$ cat src/rtl/sequential_divider_if.sv
// rtl/sequential_divider_if.sv - request/result bundle for the sequential divider
interface sequential_divider_if #(
    parameter int WIDTH = 4
);
    logic             start;
    logic [WIDTH-1:0] dividend;
    logic [WIDTH-1:0] divisor;
    logic [WIDTH-1:0] quotient;
    logic [WIDTH-1:0] remainder;
    logic             divByZero;
    logic             busy;
    logic             quotientDone;

    modport master (
        output start, dividend, divisor,
        input  quotient, remainder, divByZero, busy, quotientDone
    );

    modport slave (
        input  start, dividend, divisor,
        output quotient, remainder, divByZero, busy, quotientDone
    );
endinterface

$ cat src/rtl/sequential_divider.sv
// rtl/sequential_divider.sv - fixed-latency restoring divider, one quotient bit per cycle
// Optional DIVIDER_EARLY_EXIT_EN: short-circuits divisor==0 / dividend<divisor (data-dependent latency).
module sequential_divider #(
    parameter int WIDTH = 4
) (
    input  logic                 clk,
    input  logic                 rst,
    sequential_divider_if.slave  bus
);
    localparam int CW = $clog2(WIDTH + 1);
    localparam logic [CW-1:0] LAST_ITER = CW'(WIDTH - 1);

    typedef enum logic [1:0] {IDLE, CALC, DONE} state_t;

    state_t           state;
    state_t           nextState;
    logic             accept;
    logic             busyC;
    logic             lastStep;

    // quoReg starts as the dividend and shifts quotient bits in from the LSB
    logic [WIDTH:0]   remReg;
    logic [WIDTH-1:0] quoReg;
    logic [WIDTH-1:0] divisorReg;
    logic [CW-1:0]    iterCnt;

    logic [WIDTH-1:0] quotientReg;
    logic [WIDTH-1:0] remainderReg;
    logic             divByZeroReg;
    logic             quotientDoneReg;

    logic [WIDTH:0]   remShift;
    logic [WIDTH:0]   remSub;
    logic             stepGe;
    logic [WIDTH-1:0] quoNext;

`ifdef DIVIDER_EARLY_EXIT_EN
    logic             earlyReg;
`endif

    always_comb begin
        remShift = (remReg << 1) | {{WIDTH{1'b0}}, quoReg[WIDTH-1]};
        stepGe   = (remShift >= {1'b0, divisorReg});
        remSub   = remShift - {1'b0, divisorReg};
        quoNext  = quoReg << 1;
        quoNext[0] = stepGe;
    end

    always_ff @(posedge clk or negedge rst) begin
        if (!rst) begin
            state <= IDLE;
        end else begin
            state <= nextState;
        end
    end

    always_comb begin
        nextState = state;
        busyC     = 1'b0;
        // the done cycle is already IDLE, but a new request waits one more edge
        accept    = (state == IDLE) && bus.start && !quotientDoneReg;
`ifdef DIVIDER_EARLY_EXIT_EN
        lastStep  = (iterCnt == LAST_ITER) || earlyReg;
`else
        lastStep  = (iterCnt == LAST_ITER);
`endif
        case (state)
            IDLE: begin
                if (accept) begin
                    nextState = CALC;
                end
            end
            CALC: begin
                busyC = 1'b1;
                if (lastStep) begin
                    nextState = DONE;
                end
            end
            DONE: begin
                busyC     = 1'b1;
                nextState = IDLE;
            end
            default: nextState = IDLE;
        endcase
    end

    always_ff @(posedge clk or negedge rst) begin
        if (!rst) begin
            remReg          <= '0;
            quoReg          <= '0;
            divisorReg      <= '0;
            iterCnt         <= '0;
            quotientReg     <= '0;
            remainderReg    <= '0;
            divByZeroReg    <= 1'b0;
            quotientDoneReg <= 1'b0;
`ifdef DIVIDER_EARLY_EXIT_EN
            earlyReg        <= 1'b0;
`endif
        end else begin
            quotientDoneReg <= 1'b0;
            case (state)
                IDLE: begin
                    if (accept) begin
                        quoReg     <= bus.dividend;
                        divisorReg <= bus.divisor;
                        remReg     <= '0;
                        iterCnt    <= '0;
`ifdef DIVIDER_EARLY_EXIT_EN
                        earlyReg   <= (bus.divisor == '0) || (bus.dividend < bus.divisor);
`endif
                    end
                end
                CALC: begin
                    iterCnt <= iterCnt + CW'(1);
`ifdef DIVIDER_EARLY_EXIT_EN
                    if (earlyReg) begin
                        remReg <= {1'b0, quoReg};
                        quoReg <= (divisorReg == '0) ? '1 : '0;
                    end else
`endif
                    begin
                        // divisor 0 naturally yields all-ones quotient and remainder = dividend
                        remReg <= stepGe ? remSub : remShift;
                        quoReg <= quoNext;
                    end
                end
                DONE: begin
                    quotientReg     <= quoReg;
                    remainderReg    <= remReg[WIDTH-1:0];
                    divByZeroReg    <= (divisorReg == '0);
                    quotientDoneReg <= 1'b1;
                end
                default: ;
            endcase
        end
    end

    assign bus.quotient     = quotientReg;
    assign bus.remainder    = remainderReg;
    assign bus.divByZero    = divByZeroReg;
    assign bus.quotientDone = quotientDoneReg;
    assign bus.busy         = busyC;
endmodule

$ cat src/flat_wrapper.sv
// flat-port wrapper written by rule: the top's interface ports become plain ports
module sequential_divider_flat 
#(
    parameter int WIDTH = 4
)
  (clk, rst, bus_start, bus_dividend, bus_divisor, bus_quotient, bus_remainder, bus_divByZero, bus_busy, bus_quotientDone);
  sequential_divider_if #(.WIDTH(WIDTH)) bus_i ();
  input  logic clk;
  input  logic rst;
  input wire logic [$bits(bus_i.start)-1:0] bus_start;
  input wire logic [$bits(bus_i.dividend)-1:0] bus_dividend;
  input wire logic [$bits(bus_i.divisor)-1:0] bus_divisor;
  output wire logic [$bits(bus_i.quotient)-1:0] bus_quotient;
  output wire logic [$bits(bus_i.remainder)-1:0] bus_remainder;
  output wire logic [$bits(bus_i.divByZero)-1:0] bus_divByZero;
  output wire logic [$bits(bus_i.busy)-1:0] bus_busy;
  output wire logic [$bits(bus_i.quotientDone)-1:0] bus_quotientDone;
  assign bus_i.start = bus_start;
  assign bus_i.dividend = bus_dividend;
  assign bus_i.divisor = bus_divisor;
  assign bus_quotient = bus_i.quotient;
  assign bus_remainder = bus_i.remainder;
  assign bus_divByZero = bus_i.divByZero;
  assign bus_busy = bus_i.busy;
  assign bus_quotientDone = bus_i.quotientDone;
  sequential_divider #(.WIDTH(WIDTH)) u_core (.clk(clk), .rst(rst), .bus(bus_i));
endmodule
$ cat config.mk
export PLATFORM = sky130hd
export DESIGN_NAME = sequential_divider_flat
export DESIGN_NICKNAME = d
export VERILOG_FILES = /design/src/rtl/sequential_divider_if.sv /design/src/rtl/sequential_divider.sv /design/src/flat_wrapper.sv
export SDC_FILE = /design/constraint.sdc
export NUM_CORES = 1
export LEC_CHECK = 0
export ABC_AREA = 1
export CAP_MARGIN = 20
export CORE_MARGIN = 2
export CORE_UTILIZATION = 54
export CTS_BUF_LIST = sky130_fd_sc_hd__clkbuf_8
export CTS_CLUSTER_DIAMETER = 50
export DETAILED_ROUTE_END_ITERATION = 8
export HOLD_SLACK_MARGIN = 0.12
export PLACE_DENSITY = 0.81
export RECOVER_POWER = 100
export SYNTH_ARGS = -nofsm -noshare
export SYNTH_HDL_FRONTEND = slang
export SYNTH_SLANG_ARGS = --single-unit
$ cat constraint.sdc
create_clock -name clk -period 2 [get_ports clk]
set_clock_uncertainty 0.2 [all_clocks]
set_input_delay 0.4 -clock clk [delete_from_list [all_inputs] [get_ports clk]]
set_output_delay 0.4 -clock clk [all_outputs]
set_load 0.005 [all_outputs]
==> flow_summary.yaml <==
run_status:
  status: "complete, no violations"
yosys:
  yosys.area.top_type: "dfrtp_1"
  synth_area_leaders: "dfrtp_1 51%, nand2_1 10%, ha_1 9.4%, inv_1 5.1%, nand3_1 4.1%"
  yosysWarningCount: 0
  yosys.area.top_type_share_pct: 50.7
  syn_inst: 148
  synth_area_per_cell_um2: 9.00
  synth_enable_flop_cells: 0
  ys_types: 21
  synth_most_common_cell: "nand2_1"
  yosysSeqAreaShare_pct: 50.7
  yosys-top-cells-count: "36 x nand2_1, 27 x dfrtp_1, 18 x inv_1, 13 x nor2_1, 11 x nand3_1"
  ys.flop_type: "dfrtp_1"
  async_flop_share_pct: 100
  ys_ff_latch: 27
  syn-num-nets: 170
  syn-cell-area_um2: 1330
setup_path:
  cp_max_fo: 2
  cp-endpoint: "bus_quotient[1]"
  rr_endpoint: "u_core.quoReg[0]"
  crit_path_top_delay_cell: "dlygate4sd3_1"
  required_ns: 1.40
  rrSetupSlack_ns: 0.16
  endpoint_kind: "output pin"
  path_class: "reg -> out"
  path_buf_inv: 1
  crit_start: "u_core.bus.quotient[1]"
  critPathLaunchType: "flip-flop"
  r2r-start: "u_core.remReg[1]"
  arrival_ns: 1.25
  worstPathCellList: "dlygate4sd3_1"
  cp.depth: 1
  cp_top_family: "buffers and inverters"
  slowest_delay_ns: 0.58
  reg2regPathDepth: 7
clocking:
  clk_latency_ns: 0.27
  clk_pin_slew_ns: 0.09
  cts_buffers: 3
  ctsHoldBuffers: 0
  cts_root_buf: "clkbuf_8"
  cts_buffer_depth: 2
  clock_sinks: 27
  cts_tree: "built"
  htreeDepth: 1
floorplanning:
  io_pins: 22
  die_area_um2: 2880
  core_area_um2: 2280
  rows: 17
  die_x_um: 53.7
  die_y_um: 53.7
  start_util_pct: 58.5
power:
  cellLeakagePower_nw: 0.843
  p_per_area_nw_per_um2: 1740
  ir_worst_vdd_uv: 1270
global_routing:
  grt_use_total_pct: 23.1
  antenna_found_initial: 0
  gr-total-overflow: 0
  grt_pass1_vias: 1123
  grt_pass1_wl_um: 4730
  grt_max_degree: 28
sta:
  fin_crit_sh_pct: 92.7
  worstMarginPinSlew_ns: 0.664
  setup_viol: 0
  slew_violations: 0
  fin_tns_setup_ns: 0
  hold_viol: 0
  fmax_mhz: 539
  slew_headroom_pct: 55.8
  rsz0062_at_grt: "no"
  post-route-min-period_ns: 1.85
layout:
  register_area_um2: 676
  multi_input_area_um2: 579
  areaGrowthSynthToFinish_pct: 23.9
  fill_cells: 172
  drive_gt1_share_pct: 11.9
  nNetsFinal: 200
  n_antenna_cell: 0
  final_util_pct: 72.6
drt:
  drt_first_pass_iters: 4
  wl_um: 2830
  vias: 1097
  wl_per_cell_um: 13.8
  drtIter0Drc: 30
  ant_nets: 0
  drcViolationCount: 0
  via_per_inst: 5.35
placed_design:
  numPortBuffers: 21
  gp_congestion: 0.933
  hpwl_um: 2170
hold_path:
  min_path_type: "reg -> reg"
job:
  drv_cap: 0
-- registers in the layout, summed over array words and instances (netlist names) --
register and flops:
u_core.bus.quotient 4, u_core.bus.remainder 4, u_core.divisorReg 4, u_core.quoReg 4, u_core.remReg 4, u_core.iterCnt 3
u_core.state 2, u_core.bus.divByZero 1, u_core.bus.quotientDone 1
-- metrics by stage --
stage	instances	cell area (um^2)	hold WS (ns)	worst slack (ns)	power (mW)
after floorplan	148	1330	-0.0956	0.343	1.99
after global placement	199	1600	0.269	0.214	2.46
after detailed placement	199	1600	0.283	0.166	2.58
after CTS	205	1660	0.315	0.150	2.91
after global routing	205	1650	0.332	0.0234	3.13
final	205	1650	0.304	0.146	2.87
-- cells in the final DEF, fill, tap and decap left out, drive strengths merged --
cell type       n
clkdlybuf4s50   9
clkbuf          5
nand4           1
nand2          38
nand3          11
fa              1
xor2            1
inv            20
mux2            4
ha             10
dfrtp          27
nor2           14
o21ai           5
a21oi          10
buf             3
o22ai           2
clkinv          1
dlygate4sd3    11
a31oi           3
dlygate4sd2     1
-- cell type report --
type,count,share of cell area [%]
repair buffers,26,14.5
clock buffers,3,2.50
well taps,28,2.12
flip-flops and latches,27,40.9
inverters,20,4.55
multi-input cells,100,35.1
clock inverters,1,0.303
-- power breakdown --
| group | switching, mW | internal [mW] |
|---|---|---|
| sequential | 0.159 | 0.807 |
| combinational | 0.920 | 0.676 |
| clock | 0.166 | 0.139 |
-- routing by layer --
| layer | vias to the layer above | routed length, um | track usage, % |
|---|---|---|---|
| met2 | 40 | 1480 | 43.9 |
| met1 | 512 | 1160 | 25.8 |
| met3 | 6 | 134 | 2.78 |
| met5 | - | 0 | 0 |
| li1 | 539 | - | - |
| met4 | 0 | 44 | 8.97 |
-- cells by family after synthesis --
group / after synthesis / synth area share (%)
AOI/OAI and AO/OA: 20 / 8.54
xor gates and xnor gates: 1 / 0.657
adders and majority gates: 11 / 10.9
buffers and inverters: 21 / 6.01
and+or+nand+nor: 64 / 19.8
DFF: 27 / 50.7
muxes: 4 / 3.38
-- how the worst min path moves through the flow --
stage                            startpoint                    to  slack [ns]  depth (start not counted)
after detailed placement  u_core.iterCnt[1]     u_core.iterCnt[1]        0.28                          2
after global placement    u_core.iterCnt[0]     u_core.iterCnt[0]        0.27                          1
after global routing      u_core.iterCnt[0]     u_core.iterCnt[0]        0.33                          1
after floorplan                         rst  u_core.bus.divByZero        -0.1                          0
after CTS                               rst  u_core.divisorReg[3]        0.31                          2
final                     u_core.iterCnt[0]     u_core.iterCnt[0]        0.30                          1
-- repair_timing --
| item | 4_1_cts | 5_1_grt |
|---|---|---|
| setup buffers | 2 | 0 |
| resized for setup | 2 | 1 |
| endpoints found under the setup margin | 1 | 1 |
| hold endpoints to repair | 0 | 0 |
(Power assumes the default switching activity.)
